--- config.mk ---
export PLATFORM = sky130hd
export DESIGN_NAME = cpu_run_ctrl
export DESIGN_NICKNAME = d
export VERILOG_FILES = /design/src/rtl/cpu_ctrl_pkg.sv /design/src/rtl/host_mem_port.sv /design/src/rtl/cpu_run_ctrl.sv
export SDC_FILE = /design/constraint.sdc
export NUM_CORES = 1
export LEC_CHECK = 0
export CAP_MARGIN = 20
export CORE_AREA = 2 2 231 233
export CTS_BUF_LIST = sky130_fd_sc_hd__clkbuf_8
export CTS_CLUSTER_SIZE = 10
export DETAILED_ROUTE_END_ITERATION = 10
export DIE_AREA = 0 0 233 235
export SKIP_LAST_GASP = 1
export SYNTH_ARGS = -nofsm -noshare
export SYNTH_HDL_FRONTEND = slang
export SYNTH_SLANG_ARGS = --single-unit
--- constraint.sdc ---
create_clock -name clk -period 3.65 [get_ports clk]
set_input_delay 0.5475 -clock clk [delete_from_list [all_inputs] [get_ports clk]]
set_output_delay 0.5475 -clock clk [all_outputs]
set_load 0.005 [all_outputs]
--- src/rtl/cpu_ctrl_pkg.sv ---
// Shared types and constants for the CPU run controller and its host memory port.
package cpu_ctrl_pkg;

    typedef enum logic [2:0] {
        IDLE,
        RUN,
        DRAIN,
        DONE,
        STEP
    } run_state_t;

    localparam logic HOST_SEL_IMEM = 1'b0;
    localparam logic HOST_SEL_DMEM = 1'b1;

    localparam int DRAIN_CYCLES_DEFAULT = 4;

endpackage

--- src/rtl/host_mem_port.sv ---
// Host access path to the core's instruction and data memories: request decode,
// read-pending tracking and registered read return with a one-cycle rvalid pulse.
import cpu_ctrl_pkg::*;

module host_mem_port (
    input  logic        clk,
    input  logic        rst,
    input  logic        access_ok,
    input  logic        host_valid,
    input  logic        host_sel,
    input  logic        host_wr,
    input  logic [63:0] host_addr,
    input  logic [63:0] host_wdata,
    output logic        host_ready,
    output logic [63:0] host_rdata,
    output logic        host_rvalid,
    output logic [63:0] addr_ext,
    output logic        wen_ext,
    output logic        ren_ext,
    output logic [31:0] wdata_ext,
    input  logic [31:0] rdata_ext,
    output logic [63:0] addr_ext_2,
    output logic        wen_ext_2,
    output logic        ren_ext_2,
    output logic [63:0] wdata_ext_2,
    input  logic [63:0] rdata_ext_2
);

    logic rd_pending;
    logic rd_sel;
    logic accept;
    logic imem_hit;
    logic dmem_hit;

    // Unselected port is held at all-zero so it never looks like a request.
    always_comb begin
        host_ready  = access_ok && !rd_pending;
        accept      = host_valid && host_ready;
        imem_hit    = accept && (host_sel == HOST_SEL_IMEM);
        dmem_hit    = accept && (host_sel == HOST_SEL_DMEM);
        addr_ext    = imem_hit ? host_addr : '0;
        wen_ext     = imem_hit && host_wr;
        ren_ext     = imem_hit && !host_wr;
        wdata_ext   = imem_hit ? host_wdata[31:0] : '0;
        addr_ext_2  = dmem_hit ? host_addr : '0;
        wen_ext_2   = dmem_hit && host_wr;
        ren_ext_2   = dmem_hit && !host_wr;
        wdata_ext_2 = dmem_hit ? host_wdata : '0;
    end

    // SRAM data is valid the cycle after ren; capture it then and pulse rvalid.
    always_ff @(posedge clk) begin
        if (rst) begin
            rd_pending  <= 1'b0;
            rd_sel      <= HOST_SEL_IMEM;
            host_rvalid <= 1'b0;
            host_rdata  <= '0;
        end else begin
            rd_pending  <= accept && !host_wr;
            host_rvalid <= rd_pending;
            if (accept)
                rd_sel <= host_sel;
            if (rd_pending)
                host_rdata <= (rd_sel == HOST_SEL_DMEM) ? rdata_ext_2 : {32'b0, rdata_ext};
        end
    end

endmodule

--- src/rtl/cpu_run_ctrl.sv ---
// Run controller sequencing the core through load, run, drain and readback.
// Optional single-step mode is enabled with the CPU_RUN_CTRL_STEP_EN macro.
import cpu_ctrl_pkg::*;

module cpu_run_ctrl #(
    parameter int DRAIN_CYCLES = DRAIN_CYCLES_DEFAULT,
    parameter int CNT_W        = 32
) (
    input  logic             clk,
    input  logic             rst,
    input  logic             start,
`ifdef CPU_RUN_CTRL_STEP_EN
    input  logic             step,
`endif
    input  logic             halt_req,
    input  logic [CNT_W-1:0] cycle_limit,
    input  logic             host_valid,
    output logic             host_ready,
    input  logic             host_sel,
    input  logic             host_wr,
    input  logic [63:0]      host_addr,
    input  logic [63:0]      host_wdata,
    output logic [63:0]      host_rdata,
    output logic             host_rvalid,
    output logic             cpu_enable,
    output logic [63:0]      addr_ext,
    output logic             wen_ext,
    output logic             ren_ext,
    output logic [31:0]      wdata_ext,
    input  logic [31:0]      rdata_ext,
    output logic [63:0]      addr_ext_2,
    output logic             wen_ext_2,
    output logic             ren_ext_2,
    output logic [63:0]      wdata_ext_2,
    input  logic [63:0]      rdata_ext_2,
    output logic             busy,
    output logic             done,
    output logic             timeout,
    output logic [CNT_W-1:0] cycle_count
);

    localparam int DW = (DRAIN_CYCLES > 1) ? $clog2(DRAIN_CYCLES) : 1;
    localparam logic [DW-1:0] DRAIN_LOAD = DW'(DRAIN_CYCLES - 1);

    run_state_t       state;
    logic [DW-1:0]    drain_cnt;
    logic             access_ok;
    logic             start_ok;
    logic [CNT_W-1:0] count_plus;
    logic [CNT_W-1:0] count_sat;

    // start only wins when the host is neither requesting nor awaiting read data.
    always_comb begin
        access_ok  = (state == IDLE) || (state == DONE);
        start_ok   = start && host_ready && !host_valid;
        count_plus = cycle_count + 1'b1;
        count_sat  = (&cycle_count) ? cycle_count : count_plus;
    end

    always_ff @(posedge clk) begin
        if (rst) begin
            state       <= IDLE;
            cpu_enable  <= 1'b0;
            busy        <= 1'b0;
            done        <= 1'b0;
            timeout     <= 1'b0;
            cycle_count <= '0;
            drain_cnt   <= '0;
        end else begin
            case (state)
                IDLE, DONE: begin
                    if (start_ok) begin
                        state       <= RUN;
                        cpu_enable  <= 1'b1;
                        busy        <= 1'b1;
                        done        <= 1'b0;
                        timeout     <= 1'b0;
                        cycle_count <= '0;
                    end
`ifdef CPU_RUN_CTRL_STEP_EN
                    else if (step && host_ready && !host_valid) begin
                        state      <= STEP;
                        cpu_enable <= 1'b1;
                        done       <= 1'b0;
                    end
`endif
                end
                RUN: begin
                    cycle_count <= count_sat;
                    if (halt_req) begin
                        state     <= DRAIN;
                        timeout   <= 1'b0;
                        drain_cnt <= DRAIN_LOAD;
                    end else if ((cycle_limit != '0) && (count_plus == cycle_limit)) begin
                        state     <= DRAIN;
                        timeout   <= 1'b1;
                        drain_cnt <= DRAIN_LOAD;
                    end
                end
                DRAIN: begin
                    if (drain_cnt == '0) begin
                        state      <= DONE;
                        cpu_enable <= 1'b0;
                        busy       <= 1'b0;
                        done       <= 1'b1;
                    end else begin
                        drain_cnt <= drain_cnt - 1'b1;
                    end
                end
`ifdef CPU_RUN_CTRL_STEP_EN
                STEP: begin
                    cycle_count <= count_sat;
                    state       <= DONE;
                    cpu_enable  <= 1'b0;
                    done        <= 1'b1;
                end
`endif
                default: begin
                    state      <= IDLE;
                    cpu_enable <= 1'b0;
                    busy       <= 1'b0;
                end
            endcase
        end
    end

    host_mem_port u_host_mem_port (
        .clk         (clk),
        .rst         (rst),
        .access_ok   (access_ok),
        .host_valid  (host_valid),
        .host_sel    (host_sel),
        .host_wr     (host_wr),
        .host_addr   (host_addr),
        .host_wdata  (host_wdata),
        .host_ready  (host_ready),
        .host_rdata  (host_rdata),
        .host_rvalid (host_rvalid),
        .addr_ext    (addr_ext),
        .wen_ext     (wen_ext),
        .ren_ext     (ren_ext),
        .wdata_ext   (wdata_ext),
        .rdata_ext   (rdata_ext),
        .addr_ext_2  (addr_ext_2),
        .wen_ext_2   (wen_ext_2),
        .ren_ext_2   (ren_ext_2),
        .wdata_ext_2 (wdata_ext_2),
        .rdata_ext_2 (rdata_ext_2)
    );

endmodule

== Yosys cells after proc, flatten, opt, wreduce, memory -nomap -nowiden ==
Index checks and enable logic that the tools add are counted.
W data, S select, Z words.

* Flip-flop bits (word level): 107
* Bits of input ports: 263
* Output and inout port bits: 330
* Word-level logic and storage cells: 79

* Add/sub/neg operators: 2
* Eq/ne operators: 9
* Multiplexer cells: 26
* Bitwise gates (word level): 2
* Reduce and logical (&&, ||, !) cells: 30

{| class="wikitable"
|+ Operator list
! cell !! number
|-
| $mux W64 || 4
|-
| $mux W32 || 3
|-
| $pmux W32 S2 || 1
|-
| $add A32 B1 Y32 const B || 1
|-
| $eq A32 B32 Y1 || 1
|-
| $reduce_and A32 Y1 || 1
|-
| $reduce_bool A32 Y1 || 1
|-
| $reduce_and A3 Y1 || 6
|-
| $logic_and A1 B1 Y1 || 12
|-
| $mux W3 || 4
|-
| $pmux W3 S3 || 1
|-
| $ne A2 B2 Y1 const B || 4
|-
| $eq A3 B2 Y1 const B || 2
|-
| $mux W1 || 6
|-
| $mux W2 || 3
|-
| $reduce_bool A2 Y1 || 3
|-
| $pmux W1 S2 || 2
|-
| $pmux W2 S2 || 1
|-
| $eq A3 B1 Y1 const B || 1
|-
| $logic_not A1 Y1 || 3
|-
| $logic_not A3 Y1 || 1
|-
| $ne A3 B3 Y1 const B || 1
|-
| $pmux W1 S3 || 1
|-
| $logic_not A2 Y1 || 1
|-
| other kinds (4) || 5
|}

== Depth between registers and ports, before layout ==
Gate-level depths: netlist (run 1).

* Depth in word-level cells: 7
* Gate-level depth with buffers: 13
* Depth with buffers taken out: 10

== Modules after synthesis ==
Synthesis (run 1) repeated with hierarchy kept, for this count alone.

* Cells, all modules: 1160
* Area total of the unflattened synthesis: 8027.7 um^2

{| class="wikitable"
|+ By module, submodules not included
! module !! instances !! cells each !! area each (um^2) !! sequential area each (um^2)
|-
| host_mem_port || 1 || 675 || 4605.7 || 1341.3
|-
| cpu_run_ctrl || 1 || 485 || 3422.0 || 780.7
|}

== Worst setup path after synthesis (run 1) ==
No wires, ideal clock.

* Path kind: flip-flop to flip-flop
* From: register cycle_count[0]
* To: register state[1]
* Library setup time: 0.117 ns
* Arrival time: 3.034 ns
* Data required time: 3.533 ns
* Slack: 0.499 ns
* Stages on the path, launching flop included: 11
* Buffers on the path: 1
* Period minus slack after synthesis: 3.151 ns
* Cells stage by stage: dfxtp_1 -> ha_1 -> and4_1 -> buf_2 -> nand4_1 -> or3_1 -> o2bb2ai_1 -> or4b_2 -> nor4_4 -> o21ai_1 -> a32o_1

* Word-level cells in the longest chain between the ends: 5

{| class="wikitable"
|+ RTL lines
! item !! line !! source
|-
| from (decl) || cpu_run_ctrl.sv:39 || <nowiki>output logic [CNT_W-1:0] cycle_count</nowiki>
|-
| from (signal assigned) || cpu_run_ctrl.sv:89 || <nowiki>cycle_count <= count_sat;</nowiki>
|-
| $add A32 B1 Y32 || cpu_run_ctrl.sv:56 || <nowiki>count_plus = cycle_count + 1'b1;</nowiki>
|-
| $eq A32 B32 Y1 || cpu_run_ctrl.sv:94 || <nowiki>end else if ((cycle_limit != '0) && (count_plus == cycle_limit)) begin</nowiki>
|-
| $logic_and A1 B1 Y1 || cpu_run_ctrl.sv:94 ||
|-
| $ne A3 B3 Y1 (no line) || n/a ||
|-
| $reduce_and A3 Y1 (no line) || n/a ||
|-
| to (signal assigned) || cpu_run_ctrl.sv:91 || <nowiki>state <= DRAIN;</nowiki>
|-
| to (signal assigned) || cpu_run_ctrl.sv:95 || <nowiki>state <= DRAIN;</nowiki>
|-
| to (signal assigned) || cpu_run_ctrl.sv:102 || <nowiki>state <= DONE;</nowiki>
|-
| to (decl) || cpu_run_ctrl.sv:45 || <nowiki>run_state_t state;</nowiki>
|}

Every way passes these cells.
A chain may end at the register's enable or synchronous reset.

== Final worst setup path (run 1) ==
* From: register state[0]
* To: output port addr_ext[35]

* Word-level cells in the longest chain between the ends: 6
* Elaborated cells on any way between the ends: 7
* Those cells by class: 1 x eq/ne; 1 x mux; 5 x reduce/logical

{| class="wikitable"
|+ RTL lines
! item !! line !! source
|-
| from (signal assigned) || cpu_run_ctrl.sv:62 || <nowiki>state <= IDLE;</nowiki>
|-
| from (signal assigned) || cpu_run_ctrl.sv:73 || <nowiki>state <= RUN;</nowiki>
|-
| from (signal assigned) || cpu_run_ctrl.sv:91 ||
|-
| $eq A3 B2 Y1 or $logic_not A3 Y1 (tied branches) || cpu_run_ctrl.sv:54 || <nowiki>access_ok = (state == IDLE) || (state == DONE);</nowiki>
|-
| $logic_or A1 B1 Y1 (*) || cpu_run_ctrl.sv:54 ||
|-
| named net access_ok || cpu_run_ctrl.sv:47 || <nowiki>logic access_ok;</nowiki>
|-
| $logic_and A1 B1 Y1 (*) || host_mem_port.sv:37 || <nowiki>host_ready = access_ok && !rd_pending;</nowiki>
|-
| $logic_and A1 B1 Y1 (*) || host_mem_port.sv:38 || <nowiki>accept = host_valid && host_ready;</nowiki>
|-
| $logic_and A1 B1 Y1 (*) || host_mem_port.sv:39 || <nowiki>imem_hit = accept && (host_sel == HOST_SEL_IMEM);</nowiki>
|-
| $mux W64 (*) || host_mem_port.sv:41 || <nowiki>addr_ext = imem_hit ? host_addr : '0;</nowiki>
|-
| to (decl) || cpu_run_ctrl.sv:26 || <nowiki>output logic [63:0] addr_ext,</nowiki>
|}

Mark *: on every way through the listed nets, which the timed path passes. The rest lies on a longest branch.

==> results of run 1 <==
[registers in the layout (all words and copies together) (netlist names)]
register	cells
u_host_mem_port.host_rvalid	1
cycle_count	32
u_host_mem_port.rd_sel	1
drain_cnt	2
busy	1
state	2
u_host_mem_port.rd_pending	1
done	1
u_host_mem_port.host_rdata	64
timeout	1
[per-layer routing]
metal,track usage,vias up,wire [microns]
met5,0,-,55
met4,0.0212,8,359
met3,0.0475,28,3910
met2,0.277,478,22100
met1,0.231,4392,22000
li1,-,4513,-
[report_power, final]
| group | internal (W) | switching, W | total [W] |
|---|---|---|---|
| clock network | 0.000268 | 0.000500 | 0.000768 |
| registers | 0.00124 | 0.0000498 | 0.00129 |
| logic | 0.00156 | 0.00132 | 0.00288 |
[final timing paths]
| path | to | depth (start not counted) |
|---|---|---|
| worst min-delay path | u_host_mem_port.host_rdata[14]$_SDFFE_PP0P_ | 2 |
| worst min register to register | u_host_mem_port.host_rdata[14]$_SDFFE_PP0P_ | 2 |
| worst max-delay path | addr_ext[35] | 8 |
| worst max register to register | drain_cnt[0]$_SDFFE_PP0P_ | 8 |
[through the flow]
stage | setup WS, ps | power (W) | setup TNS (ps) | cell area, sq um
global placement | 128 | 0.00414 | 0 | 14200
global route | -61.4 | 0.00528 | -1710 | 14500
floorplan | 499 | 0.00252 | 0 | 7480
finish | 159 | 0.00494 | 0 | 14500
detailed placement | 86.3 | 0.00416 | 0 | 14200
CTS | 19.0 | 0.00501 | 0 | 14500
[cell families (layout without fill, tap and decap cells)]
logic type / count (synthesis) / in the layout / share of synthesized area
other: 0 / 3 / 0
adders and majority gates: 5 / 5 / 0.00836
xor gates and xnor gates: 41 / 41 / 0.0480
muxes: 34 / 34 / 0.0455
buffers and inverters: 98 / 659 / 0.0517
DFF: 106 / 106 / 0.284
AOI/OAI and AO/OA: 177 / 177 / 0.153
and+or+nand+nor: 529 / 529 / 0.409
[cell type report]
cell class	count	area, sq um	area share
clock inverter	7	66.3	0.00457
inverter	10	37.5	0.00258
timing repair buffer	633	6290	0.433
multi-input combinational	786	5010	0.345
tap	688	861	0.0593
antenna	3	7.51	0.000517
clock buffer	9	124	0.00853
sequential	106	2130	0.146
[cell usage after synthesis (7+ instances only)]
library cell	n	area, sq um
a211oi_1	32	240
a21o_1	19	143
a21oi_1	79	395
and2_1	232	1450
and4_1	14	123
buf_2	12	60.1
clkbuf_1	70	263
dfxtp_1	106	2120
inv_1	9	33.8
mux2i_1	34	340
nand2_1	25	93.8
nand3_1	15	75.1
nand4_1	15	93.8
nor2_1	104	390
nor2b_1	37	231
nor3_1	25	125
nor4_1	14	87.6
o21ai_0	11	55.1
or3_1	12	75.1
or4_1	7	52.6
xnor2_1	24	210
xor2_1	17	149
[what timing repair did]
action | in CTS | in global routing
resized for setup | 2 | 5
setup buffers | 0 | 6
endpoints found under the setup margin | 111 | 125
gates cloned | 1 | 0
pin swaps | 0 | 2
[worst register-to-register path, stage by stage, from the launching register on]
cell and delay, ps:
dfxtp_1 560, nand4_2 290, or4_4 510, or4_4 510, a2111oi_4 340, nand4_1 230
nor4_4 480, nand2b_1 280, a311oi_1 120
==> run metrics, run 1 <==
Mapped Area=roughly 7500 sq um; first-pass GRT wire length=67.4 mm; Final Max Slew Viols=0; Post-synth EDFFs=0; Avg Cell Area, Syn=7.56 sq um; clock-pin slew on the worst setup and hold paths=110 ps; yosys warns=0; # H-tree levels=3; Top FF cell, synth=dfxtp_1; Power Dens Cells=340 nW/um^2; initial DRC count=between 400 and 500; grt ovf=0; library cells used by synthesis=61; Critical Path Fanout Max=48; antenna violations before repair=10; Tcrit/Tclk final=0.956; crit path time final=between 3000 and 4000 ps; max_cap viols=0; final net count=~1800; hold_sp=u_host_mem_port.host_rdata[14]$_SDFFE_PP0P_; CTS buffer count=9; Slowest-stage cell, CP=clkdlybuf4s50_1; CTS tree=yes; antenna-violating nets left=0; Worst Setup SP=state[0]$_SDFFE_PP0P_; clk_lat worst skew=430 ps; status=finished, final reports clean; RSZ-0062 raised after global routing=yes; Buffers & Inverters on Critical Path=3; Worst Path Required=slightly above 3000 ps; Mapped Cells=slightly below 1000; vias per cell=between 4 and 5; layout cells sized above 1=0.0529; vias in the first global route=slightly above 9000; measured slew at the worst slew-check pin=roughly 1000 ps; sequential element share of the synthesized area=0.284; clk buf depth=2; reg2reg setup slack=170 ps; Inst Count DP=between 2000 and 2500; Setup Skew=15.2 ps; Die H=roughly 240 microns; CP endpoint kind=primary output; WL/cell=21.6 microns; final std cells w/o fill=2242; Crit Path Class=reg2out; # fillers=between 5000 and 6000; Fin Hold WS=between 400 and 500 ps; Layout area overhead=94.2%; hold buffers post-CTS=0; crit start category=register; most frequent cells in the layout=clkdlybuf4s50_1 (591), and2_1 (232), dfxtp_1 (104); largest net degree at the start of global routing=slightly below 100; Worst path max stage delay=510 ps; Slew Limit Headroom=0.336; die area=about 55000 sq um; port bufs=approximately 590; total wire length=between 40 and 50 mm; Yosys reg bits=106; clock sink count=roughly 110; crit-path cells=inv_1, ha_2, nor2b_4, nand2_1, nor2_4, bufbuf_16, and2_1, clkdlybuf4s50_1; final core area utilization=0.278; Initial Utilization=0.143; die width=roughly 230 microns; detailed-route via count=9419; Final HPWL DP=between 40 and 50 mm; total iterations of the first detailed-routing run=6; R2R Path Start=cycle_count[2]$_SDFFE_PP0P_; Post-synth ARST share=0; critical path's top delay family=buffers and inverters; DRC errors left=0; final hold violations=0; fmax=about 0.29 GHz; Hold Path Class=reg2reg; num ports=about 600; # rows=84; Post-Syn Nets=around 1300; leakage=a little over 5 nW; Setup violations, final=0; maximum VDD drop=between 0.2 and 0.25 mV; Total Routing Usage GR=0.171; CTS root buffer=clkbuf_8; most common cell after layout, fill and taps aside=clkdlybuf4s50_1; Critical Path AT=2940 ps; core area=52200 sq um; RePlAce Congestion=approximately 1
(Power assumes the default switching activity.)
==> inputs of run 2 (changes only) <==
--- a/config.mk
+++ b/config.mk
@@ -5,7 +5,6 @@
 export SDC_FILE = /design/constraint.sdc
 export NUM_CORES = 1
 export LEC_CHECK = 0
-export CAP_MARGIN = 20
 export CORE_AREA = 2 2 231 233
 export CTS_BUF_LIST = sky130_fd_sc_hd__clkbuf_8
 export CTS_CLUSTER_SIZE = 10
==> results of run 2 <==
Same layout as run 1: the final DEF is identical, and so are final timing and power.
